==> config.mk <==
export PLATFORM = sky130hd
export DESIGN_NAME = pcie_req_tlp_parser
export DESIGN_NICKNAME = d
export VERILOG_FILES = /design/src/rtl/pcie_req_tlp_parser.sv
export SDC_FILE = /design/constraint.sdc
export NUM_CORES = 1
export LEC_CHECK = 0
export BUFFER_PORTS_ARGS = -buffer_cell sky130_fd_sc_hd__clkbuf_2
export CORE_MARGIN = 1
export CORE_UTILIZATION = 44
export CTS_CLUSTER_DIAMETER = 120
export DETAILED_ROUTE_END_ITERATION = 8
export PLACE_DENSITY = 0.82
export SLEW_MARGIN = 20
export SYNTH_ARGS = -nofsm -noshare
export SYNTH_HDL_FRONTEND = slang
export SYNTH_SLANG_ARGS = --single-unit
==> constraint.sdc <==
create_clock -name i_clk -period 1.7 [get_ports i_clk]
set_input_delay 0.34 -clock i_clk [delete_from_list [all_inputs] [get_ports i_clk]]
set_output_delay 0.34 -clock i_clk [all_outputs]
set_load 0.005 [all_outputs]
==> src/rtl/pcie_req_tlp_parser.sv <==
// Decodes single-DW MRd/MWr TLPs popped from the PCIe request CDC FIFO.
// Define PCIE_REQ_TLP_PARSER_DROPCNT_EN to add the o_drop_cnt output.
module pcie_req_tlp_parser #(
    parameter int DROP_CNT_W = 16
) (
    input  logic        i_clk,
    input  logic        i_rst,
    output logic        o_fifo_rd,
    input  logic [72:0] i_fifo_rdata,
    input  logic        i_fifo_empty,
    output logic        o_req_valid,
    input  logic        i_req_ready,
    output logic        o_req_write,
    output logic        o_req_64,
    output logic [63:0] o_req_addr,
    output logic [31:0] o_req_wdata,
    output logic [3:0]  o_req_be,
    output logic [15:0] o_req_rid,
    output logic [7:0]  o_req_tag,
    output logic [2:0]  o_req_tc,
    output logic [1:0]  o_req_attr,
    output logic        o_busy
`ifdef PCIE_REQ_TLP_PARSER_DROPCNT_EN
    ,
    output logic [DROP_CNT_W-1:0] o_drop_cnt
`endif
);

    typedef enum logic [2:0] {
        S_H0, S_H1, S_H2, S_DROP, S_OUT
    } state_t;

    state_t      state_q, state_d;
    logic [2:0]  fmt_q, fmt_d;
    logic [2:0]  tc_q, tc_d;
    logic [1:0]  attr_q, attr_d;
    logic [15:0] rid_q, rid_d;
    logic [7:0]  tag_q, tag_d;
    logic [3:0]  be_q, be_d;
    logic [63:0] addr_q, addr_d;
    logic [31:0] wdata_q, wdata_d;
    logic        valid_q, valid_d;
    logic        busy_q, busy_d;
    logic        drop_evt;

    logic        last;
    logic [31:0] odd;
    logic [31:0] even;
    logic        pop;
    logic        supported;

    assign last = i_fifo_rdata[72];
    assign odd  = i_fifo_rdata[63:32];
    assign even = i_fifo_rdata[31:0];
    assign pop  = !i_fifo_empty && (state_q != S_OUT);

    // fmt 000..011 are the 3DW/4DW no-data/with-data memory request forms
    assign supported = (even[31] == 1'b0) && (even[28:24] == 5'b0)
                    && (even[9:0] == 10'd1) && !even[14];

    always_comb begin
        state_d  = state_q;
        fmt_d    = fmt_q;
        tc_d     = tc_q;
        attr_d   = attr_q;
        rid_d    = rid_q;
        tag_d    = tag_q;
        be_d     = be_q;
        addr_d   = addr_q;
        wdata_d  = wdata_q;
        drop_evt = 1'b0;
        unique case (state_q)
            S_H0: if (pop) begin
                fmt_d   = even[31:29];
                tc_d    = even[22:20];
                attr_d  = even[13:12];
                rid_d   = odd[31:16];
                tag_d   = odd[15:8];
                be_d    = odd[3:0];
                addr_d  = 64'h0;
                wdata_d = 32'h0;
                if (!supported || last) begin
                    drop_evt = 1'b1;
                    state_d  = last ? S_H0 : S_DROP;
                end else begin
                    state_d = S_H1;
                end
            end
            S_H1: if (pop) begin
                if (fmt_q[0]) begin
                    addr_d = {even, odd[31:2], 2'b00};
                end else begin
                    addr_d = {32'h0, even[31:2], 2'b00};
                    if (fmt_q[1]) wdata_d = odd;
                end
                if (last && !(fmt_q[0] && fmt_q[1])) begin
                    state_d = S_OUT;
                end else if (!last && fmt_q[0] && fmt_q[1]) begin
                    state_d = S_H2;
                end else begin
                    drop_evt = 1'b1;
                    state_d  = last ? S_H0 : S_DROP;
                end
            end
            S_H2: if (pop) begin
                wdata_d = even;
                if (last) begin
                    state_d = S_OUT;
                end else begin
                    drop_evt = 1'b1;
                    state_d  = S_DROP;
                end
            end
            S_DROP: if (pop && last) state_d = S_H0;
            S_OUT: if (i_req_ready) state_d = S_H0;
            default: state_d = S_H0;
        endcase
        valid_d = (state_d == S_OUT);
        busy_d  = (state_d != S_H0);
    end

    always_ff @(posedge i_clk) begin
        if (i_rst) begin
            state_q <= S_H0;
            fmt_q   <= '0;
            tc_q    <= '0;
            attr_q  <= '0;
            rid_q   <= '0;
            tag_q   <= '0;
            be_q    <= '0;
            addr_q  <= '0;
            wdata_q <= '0;
            valid_q <= 1'b0;
            busy_q  <= 1'b0;
        end else begin
            state_q <= state_d;
            fmt_q   <= fmt_d;
            tc_q    <= tc_d;
            attr_q  <= attr_d;
            rid_q   <= rid_d;
            tag_q   <= tag_d;
            be_q    <= be_d;
            addr_q  <= addr_d;
            wdata_q <= wdata_d;
            valid_q <= valid_d;
            busy_q  <= busy_d;
        end
    end

    assign o_fifo_rd   = pop;
    assign o_req_valid = valid_q;
    assign o_req_write = fmt_q[1];
    assign o_req_64    = fmt_q[0];
    assign o_req_addr  = addr_q;
    assign o_req_wdata = wdata_q;
    assign o_req_be    = be_q;
    assign o_req_rid   = rid_q;
    assign o_req_tag   = tag_q;
    assign o_req_tc    = tc_q;
    assign o_req_attr  = attr_q;
    assign o_busy      = busy_q;

`ifdef PCIE_REQ_TLP_PARSER_DROPCNT_EN
    logic [DROP_CNT_W-1:0] drop_cnt_q, drop_cnt_d;

    always_comb begin
        drop_cnt_d = drop_cnt_q;
        if (drop_evt && (drop_cnt_q != {DROP_CNT_W{1'b1}}))
            drop_cnt_d = drop_cnt_q + 1'b1;
    end

    always_ff @(posedge i_clk) begin
        if (i_rst) drop_cnt_q <= '0;
        else       drop_cnt_q <= drop_cnt_d;
    end

    assign o_drop_cnt = drop_cnt_q;
`else
    logic                  unused_drop;
    logic [DROP_CNT_W-1:0] unused_cnt;
    assign unused_drop = drop_evt;
    assign unused_cnt  = '0;
`endif

    // keep and reserved header bits carry nothing this block needs
    logic unused_bits;
    assign unused_bits = ^{i_fifo_rdata[71:64], even[23], even[19:15],
                           even[11:10], odd[7:4]};

endmodule
After elaboration in Yosys (flattened, before gate mapping)
Cells that the tools add are included.
{ "word_totals": {"output_inout_bits": 134, "register_bits": 136, "word_cells": 68} }
{ "op_classes": {"n_eq_ne": 12, "reduce_logical": 23, "n_mux": 21, "bitwise": 1} }
{ "op_table": {"columns": ["operator", "n"], "rows": [
  ["$mux W64", 3],
  ["$mux W32", 5],
  ["$pmux W64 S2", 1],
  ["$pmux W32 S3", 1],
  ["$mux W3", 7],
  ["$pmux W3 S5", 1],
  ["$eq A10 B1 Y1 const B", 1],
  ["$ne A2 B2 Y1 const B", 5],
  ["$logic_and A1 B1 Y1", 9],
  ["$eq A3 B2 Y1 const B", 2],
  ["$eq A3 B3 Y1 const B", 2],
  ["$mux W2", 3],
  ["$reduce_and A6 Y1", 1],
  ["$reduce_bool A3 Y1", 2],
  ["$logic_not A1 Y1", 5],
  ["$logic_not A5 Y1", 1],
  ["$eq A3 B1 Y1 const B", 1],
  ["$logic_not A3 Y1", 1],
  ["$ne A3 B3 Y1 const B", 1],
  ["$reduce_and A3 Y1", 1],
  ["$reduce_and A2 Y1", 1],
  ["$reduce_bool A2 Y1", 1],
  ["$logic_or A1 B1 Y1", 1],
  ["$not A1 Y1", 1]
]} }

Depth between registers and ports, before layout
Gate-level depths: netlist of the first run.
{ "depth": {"word_depth": 10, "mapped_depth": 7, "ltp_nobuf": 4} }

Worst setup path after synthesis of the first run
OpenSTA, ideal clock, no wires.
{ "synth_path": {"path_kind": "flip-flop to flip-flop", "start": "register fmt_q[0]", "end": "register wdata_q[13] (netlist: o_req_wdata[13])", "stages_incl_launch_ff": 6, "setup_ns": 0.146, "n_path_buf": 2, "arrival_time_ns": 1.646, "required_time_ns": 1.554, "path_slack_ns": -0.093, "cell_sequence": "dfxtp_1 buf_2 or3b_1 a211oi_4 buf_4 a211oi_2"} }
{ "synth_between": {"elab_chain_cells": 2} }
{ "synth_lines": {"columns": ["item", "line", "rtl"], "rows": [
  ["start: declaration", "34", "logic [2:0] fmt_q, fmt_d;"],
  ["start signal: assignment", "137", "fmt_q <= fmt_d;"],
  ["$ne A2 B2 Y1 (no line)", null, null],
  ["$reduce_and A6 Y1 (no line)", null, null],
  ["end signal: assignment", "144", "wdata_q <= wdata_d;"],
  ["end: declaration", "41", "logic [31:0] wdata_q, wdata_d;"]
]} }
No other way between the ends.
A chain may end at the register's enable or synchronous reset.

Final worst setup path of the first run
{ "layout_path": {"start": "register state_q[1]", "end": "register wdata_q[29] (netlist: o_req_wdata[29])"} }
{ "layout_between": {"elab_chain_cells": 4, "elab_cells_between_ends": 13, "classes_between": "eq/ne (8); mux (1); reduce/logical (4)"} }
{ "layout_lines": {"columns": ["item", "line", "rtl"], "rows": [
  ["start: declaration", "33", "state_t state_q, state_d;"],
  ["start signal: assignment", "136", "state_q <= state_d;"],
  ["$ne A3 B3 Y1", "55", "assign pop = !i_fifo_empty && (state_q != S_OUT);"],
  ["$logic_and A1 B1 Y1", "55", null],
  ["$ne A2 B2 Y1 (no line)", null, null],
  ["$reduce_and A6 Y1 (no line)", null, null]
]} }
Parallel ways exist; a longest one is shown, timed or not.

==> results of run 1 <==
[state kept, by name, indices dropped and copies added, names as in the netlist]
| signal | cells |
|---|---|
| o_req_valid | 1 |
| o_req_wdata | 32 |
| o_req_tag | 8 |
| o_req_addr | 62 |
| fmt_q | 2 |
| o_req_attr | 2 |
| o_busy | 1 |
| o_req_tc | 3 |
| o_req_be | 4 |
| o_req_rid | 16 |
| state_q | 3 |
[kinds of logic (layout without fill, tap and decap cells)]
| group | Yosys count | after routing | share of synthesized area, % |
|---|---|---|---|
| compound gates | 168 | 168 | 24.2 |
| buf+inv | 62 | 277 | 5.14 |
| other cells | 1 | 2 | 0.0685 |
| simple gates | 220 | 220 | 16.2 |
| mux | 30 | 30 | 5.48 |
| flops | 134 | 134 | 49.0 |
[stage by stage]
stage,setup slack [ns],hold WS [ns],cell area [um2],cells
after global routing,-0.0396,0.160,7650,999
after CTS,0.00910,0.151,7590,998
after floorplan,-0.0457,0.453,5510,616
after detailed placement,-0.156,0.449,6870,961
final,-0.00610,0.159,7650,999
after global placement,-0.148,0.442,6870,961
[power groups by stage]
stage / Clock, mW / Combinational [mW] / Sequential [mW]
3_3_place_gp: 0 / 1.16 / 3.44
4_1_cts: 3.94 / 1.25 / 3.38
6_report: 3.88 / 1.28 / 3.39
5_1_grt: 4.05 / 1.38 / 3.40
2_1_floorplan: 0 / 0.637 / 3.45
3_5_place_dp: 0 / 1.18 / 3.45
[cell type report]
class | count | area, um2 | share of cell area, %
sequential | 134 | 2690 | 35.2
multi-input combinational | 420 | 2580 | 33.7
tap | 168 | 210 | 2.75
clock inverter | 9 | 148 | 1.93
timing repair buffer | 243 | 1540 | 20.1
inverter | 2 | 7.51 | 0.0981
clock buffer | 23 | 478 | 6.25
[cells in the final DEF (no fill, tap or decap), drive strengths merged, types with 30 or more instances in the layout]
master / netlist / routed
a22oi: 94 / 94
a211oi: 34 / 34
dfxtp: 134 / 134
buf: 16 / 43
a21oi: 36 / 36
mux2i: 30 / 30
nand2: 73 / 73
nor2: 127 / 127
clkbuf: 44 / 223
[per-layer routing]
metal | up-vias | part of all wire [%] | wire length [um]
met2 | 259 | 49 | 8450
met5 | - | 0 | 0
met1 | 2681 | 41 | 7190
li1 | 2568 | - | -
met3 | 28 | 7.7 | 1330
met4 | 0 | 2.2 | 378
[worst paths after layout]
check,from,end
max,state_q[1],o_req_wdata[29]
min,i_rst,o_req_wdata[31]
max reg2reg,state_q[1],o_req_wdata[29]
min reg2reg,o_req_attr[1],o_req_attr[1]
[repair_timing]
item / 4_1_cts / 5_1_grt
endpoints found under the setup margin: 20 / 36
buffers inserted: 3 / 0
gates cloned: 2 / 1
pin swaps: 1 / 2
resized for setup: 5 / 9
[critical path: cells and delay by family, from the launching register on]
kind	cells	cell delay (ns)
flip-flops	1	0.35
AND/OR/NAND/NOR	2	0.47
buffers and inverters	2	0.33
AO/OA/AOI/OAI	2	0.46
==> results by group, run 1 <==
Timing
  – Final setup fails: 1
  – Final worst path period need: 1.71 ns
  – Period utilization: 100%
  – Headroom to the max-slew limit: between 40% and 50%
  – Hold Violations, Final: 0
  – Least-Margin Pin Slew: 0.778 ns
  – RSZ-0062 raised after global routing: yes
  – Worst clock skew: 0.0110 ns
  – Crit path setup slack, layout: -0.00610 ns
  – Number of max-slew violations in the final report: 0
  – Max Clock Freq: 0.586 GHz
  – Sum of negative setup slack: -0.00610 ns

Floorplan
  – Core Area: 0.0121 mm2
  – Count of pins on the block boundary: 211
  – Number of rows created at floorplan: 40
  – Effective utilization at floorplan: around 45%
  – Area of the die: 0.0129 mm2
  – Die width: 114 um
  – Vertical die dimension: between 100 and 150 um

Global route
  – Congestion Overflow GR: 0
  – Pin count of the biggest net entering global routing: 65
  – GR met3 Demand/Resource: 7.17%
  – Met1 Usage GRT: 32.2%
  – Vias in the first global route: 5226
  – Global routing's busiest layer: met2
  – First-pass GRT wire length: roughly 27000 um
  – Met2 GRT Util: 45.4%
  – Total routing resource utilization after global routing: 27.0%
  – Initial antenna violation count: 0

Placed design
  – Post-DP HPWL: between 10000 and 15000 um
  – Placer's final routability congestion estimate: 0.848
  – Port Buf Inserts: 200

Critical path
  – Path type of the worst setup path: register to register
  – FF-to-FF path depth: 6
  – Setup slack, reg-to-reg: -0.006 ns
  – Critical path launch point type: register
  – Endpoint required time on the critical path: 2.04 ns
  – Type of element capturing the critical path: register
  – Delay contributed by the slowest stage of the critical path: 0.41 ns
  – Arr. time, crit path: 2.04 ns
  – Worst-path cell chain: or3b_4 > a211oi_4 > buf_6 > buf_12 > nor2_1 > a211oi_2
  – CP max FO: 17
  – Worst path slowest cell: sky130_fd_sc_hd__or3b_4

Pwr
  – Net load switching power: 2.13 mW
  – Switching Share: 25.0%
  – Power share of the clock group: 45.4%
  – P_leak: between 3 and 4 nW
  – Comb power frac: 15.0%
  – Final Total Pwr: 8.54 mW
  – Power Density: 1120 mW/mm2
  – Internal Pwr Total: 6.41 mW
  – Sequential share of power: around two fifths
  – Maximum ir drop on the vdd rail: 669 uV

Finish
  – Count of nets after finishing: 895
  – Proportion of layout cells with a drive suffix above 1: 38.4%
  – Fin util: 63.4%
  – Number of diodes added for antenna fixing: 0
  – Synth-to-layout area growth: 39.7%
  – Fill cell total of the finished layout: 1007

Logic synthesis
  – Warning count from the yosys run: 0
  – Yosys cell types: 30
  – Post-synthesis instance total: 615
  – Cell with the most instances after synthesis: sky130_fd_sc_hd__dfxtp_1
  – Share of flip-flops with an asynchronous set or reset: 0%
  – Synth area leader: sky130_fd_sc_hd__dfxtp_1
  – Flip-flop and latch count after synthesis: 134
  – Share of synthesized area occupied by flip-flops and latches: 49.0%
  – Synth top cells by count: sky130_fd_sc_hd__dfxtp_1 (134), sky130_fd_sc_hd__nor2_1 (127), sky130_fd_sc_hd__a22oi_1 (94)
  – EDFF count, synth: 0
  – Area of the mapped netlist: 0.00548 mm2
  – Share of the synthesized area in the top cell type: 49.0%
  – Ys flop type: sky130_fd_sc_hd__dfxtp_1
  – Largest cells by area after synthesis: sky130_fd_sc_hd__dfxtp_1 (49%), sky130_fd_sc_hd__a22oi_1 (13%), sky130_fd_sc_hd__nor2_1 (8.7%)
  – Avg Cell Area, Syn: 8.90 um2

CTS
  – Clk slew on worst S/H paths: 0.06 ns
  – CTS HTree Levels: 4
  – CTS Sinks: 134
  – Clock latency of the later-clocked register in the worst-skew pair: around 0.43 ns
  – Root buf cell: sky130_fd_sc_hd__clkbuf_16
  – CTS hold repair buffers: 0
  – Total clock buffers created by CTS: 17
  – Longest Clk Path Bufs: 2
  – TritonCTS clock tree: done

Drt
  – Post-route DRC: 0
  – Avg WL per Cell: 17.4 um
  – Vias: between 5000 and 6000
  – Number of detailed-routing iterations run before antenna repair: 5
  – DR iter-0 viols: 463
  – ANT nets after route: 0
  – Routed wire length: 17300 um
  – Via/cell ratio: 5.54

Job
  – Number of maximum-capacitance constraint violations: 0

Worst hold path
  – Worst min path class: primary input to register
  – Cell depth of the worst min-delay path: 2

Status
  – Run status: finished with violations
  – Violations in the final reports: setup timing
No activity file was read; power rests on OpenSTA's default activity.
==> inputs of run 2 (changes only) <==
--- a/config.mk
+++ b/config.mk
@@ -15,3 +15,4 @@
 export SYNTH_ARGS = -nofsm -noshare
 export SYNTH_HDL_FRONTEND = slang
 export SYNTH_SLANG_ARGS = --single-unit
+export TNS_END_PERCENT = 5
==> run 2 against run 1 <==
  * The flow now finishes without violations
  * Fmax up 1.8%
  * Setup slack better by 0.030 ns
  * Register-to-register slack improved by 0.03 ns
  * Core utilization rose by 0.25 points
  * Largest cell class unchanged
  * Clock-buffer cell count is 1 lower
  * Via count decreased by 2.5%
  * Critical path depth did not move
  * Final cell count is 0.20% lower
  * Total power is 1.8% higher
  * Sequential power about the same
  * Worst hold slack improved by 0.011 ns
  * Die area unchanged
==> results by group, run 2 (synthesized netlist as in run 1, its figures left out) <==
Status
  – Run status: finished, final reports clean (was finished with violations)

Global route
  – Vias in the first global route: 5145 (was 5226)
  – First-pass GRT wire length: 26800 um (about the same)
  – Pin count of the biggest net entering global routing: 78 (was 65)
  – Total routing resource utilization after global routing: 27.0% (about the same)
  – Initial antenna violation count: 0 (unchanged)
  – Congestion Overflow GR: 0 (unchanged)

Drt
  – Avg WL per Cell: 17.6 um (was 17.4 um)
  – DR iter-0 viols: 448 (was 463)
  – Post-route DRC: 0 (unchanged)
  – Routed wire length: 17500 um (was 17300 um)
  – Number of detailed-routing iterations run before antenna repair: 5 (unchanged)
  – Via/cell ratio: 5.41 (was 5.54)
  – Vias: 5397 (was 5536)
  – ANT nets after route: 0 (unchanged)

CTS
  – Clk slew on worst S/H paths: 0.06 ns (about the same)
  – CTS HTree Levels: 4 (unchanged)
  – Root buf cell: sky130_fd_sc_hd__clkbuf_16 (unchanged)
  – Clock latency of the later-clocked register in the worst-skew pair: 0.42 ns (was 0.43 ns)
  – CTS Sinks: 134 (unchanged)
  – Total clock buffers created by CTS: 17 (unchanged)
  – Longest Clk Path Bufs: 2 (unchanged)
  – TritonCTS clock tree: done (unchanged)
  – CTS hold repair buffers: 0 (unchanged)

Critical path
  – Path type of the worst setup path: register to register (unchanged)
  – CP max FO: 7 (was 17)
  – Endpoint required time on the critical path: 2.04 ns (about the same)
  – Arr. time, crit path: 2.02 ns (was 2.04 ns)
  – Critical path launch point type: register (unchanged)
  – Type of element capturing the critical path: register (unchanged)

Pwr
  – P_leak: 3.27 nW (was 3.26 nW)
  – Maximum ir drop on the vdd rail: 1130 uV (was 669 uV)
  – Final Total Pwr: 8.69 mW (was 8.54 mW)
  – Power Density: 1130 mW/mm2 (was 1120 mW/mm2)

Timing
  – Worst Hold Margin: 0.169 ns (was 0.159 ns)
  – Number of max-slew violations in the final report: 0 (unchanged)
  – RSZ-0062 raised after global routing: yes (unchanged)
  – Least-Margin Pin Slew: 0.825 ns (was 0.778 ns)
  – Hold Violations, Final: 0 (unchanged)
  – Max Clock Freq: 0.597 GHz (was 0.586 GHz)
  – Crit path setup slack, layout: 0.0242 ns (was -0.00610 ns)
  – Headroom to the max-slew limit: 45.0% (was 48.1%)
  – Worst clock skew: 0.00660 ns (was 0.0110 ns)
  – Final setup fails: 0 (was 1)
  – Period utilization: 98.6% (was 100%)
  – Final worst path period need: 1.68 ns (was 1.71 ns)

Finish
  – Number of diodes added for antenna fixing: 0 (unchanged)
  – Commonest cells after routing, fill and taps aside: sky130_fd_sc_hd__clkbuf_2 (199), sky130_fd_sc_hd__dfxtp_1 (130), sky130_fd_sc_hd__nor2_1 (115) (was sky130_fd_sc_hd__clkbuf_2 (199), sky130_fd_sc_hd__dfxtp_1 (130), sky130_fd_sc_hd__nor2_1 (125))
  – Most common cell after layout, fill and taps aside: sky130_fd_sc_hd__clkbuf_2 (unchanged)
  – Number of standard cells in the final layout excluding fillers: 997 (was 999)
  – Count of nets after finishing: 894 (was 895)
  – Fill cell total of the finished layout: 1021 (was 1007)
  – Proportion of layout cells with a drive suffix above 1: 39.2% (was 38.4%)
  – Synth-to-layout area growth: 40.3% (was 39.7%)
  – Flip-flop count of the largest register, all copies and words added: 62 (unchanged)

Floorplan
  – Effective utilization at floorplan: 45.4% (unchanged)
  – Count of pins on the block boundary: 211 (unchanged)
  – Core Area: 0.0121 mm2 (unchanged)
  – Area of the die: 0.0129 mm2 (unchanged)
  – Die width: 114 um (unchanged)
  – Vertical die dimension: 114 um (unchanged)
  – Number of rows created at floorplan: 40 (unchanged)

Placed design
  – Post-DP HPWL: 11300 um (was 11500 um)
  – Number of cells after detailed placement: 959 (was 961)
  – Port Buf Inserts: 200 (unchanged)
  – Placer's final routability congestion estimate: 0.832 (was 0.848)
  – Setup slack after placement: -0.141 ns (was -0.156 ns)

Job
  – Number of maximum-capacitance constraint violations: 0 (unchanged)

Worst hold path
  – Worst min path class: primary input to register (unchanged)
==> run 2: cell count changes in the layout (fill, tap and decap cells not counted), sizes merged <==
cell / previous run / this run
bufinv: 4 / 5
buf: 43 / 40
clkinv: 4 / 3
clkbuf: 223 / 224
==> run 2: per-stage QoR <==
stage                     setup TNS (ns)  util (%)  instance area [um2]
after floorplan                    -1.64         -                 5500
after global placement            -0.174      56.8                 6850
after detailed placement          -0.837      56.8                 6850
after CTS                        -0.0512      62.8                 7580
after global routing              -0.274      63.7                 7680
final                                  0      63.7                 7680
==> run 2: report_power, final <==
part	switching (mW)	total, mW	internal (mW)
Combinational	0.729	1.28	0.555
Clock	1.31	4.02	2.70
Sequential	0.0926	3.39	3.30
Total	2.14	8.69	6.56
==> run 2: repair_timing <==
action	in CTS	in global routing
pin swaps	2	29
cloned	2	3
endpoints found under the hold margin	0	0
resized for setup	7	13
buffers inserted	2	1
endpoints found under the setup margin	30	34
==> run 2: worst paths after layout <==
path	startpoint	endpoint	slack [ns]	cells after the start
worst max-delay path	state_q[1]	o_req_wdata[6]	0.02	6
worst min-delay path	i_fifo_rdata[33]	o_req_be[1]	0.17	3
worst max register to register	state_q[1]	o_req_wdata[6]	0.02	6
worst min register to register	o_req_rid[0]	o_req_rid[0]	0.45	2
==> run 2: metal layers <==
metal / GRT usage, % / vias up / share of wire, %
met4: 11.1 / 0 / 2.3
met2: 46.9 / 230 / 49
met1: 31.4 / 2575 / 42
met5: 0 / - / 0
li1: - / 2563 / -
met3: 7.39 / 29 / 7.2
==> run 2: cell type report <==
| cell class | instances | area, um2 | area share [%] |
|---|---|---|---|
| clock buffers | 22 | 474 | 6.17 |
| clock inverters | 9 | 173 | 2.25 |
| inverters | 2 | 7.51 | 0.0977 |
| multi-input cells | 420 | 2590 | 33.7 |
| flip-flops and latches | 134 | 2690 | 35.0 |
| well taps | 168 | 210 | 2.74 |
| repair buffers | 242 | 1540 | 20.0 |
==> run 2: critical path: stages, from the launching register on <==
cell and delay (ns):
sky130_fd_sc_hd__dfxtp_4 0.36, sky130_fd_sc_hd__or3b_4 0.38, sky130_fd_sc_hd__a211oi_4 0.25, sky130_fd_sc_hd__buf_6 0.21, sky130_fd_sc_hd__clkbuf_16 0.17, sky130_fd_sc_hd__nor2_1 0.05, sky130_fd_sc_hd__a211oi_2 0.17
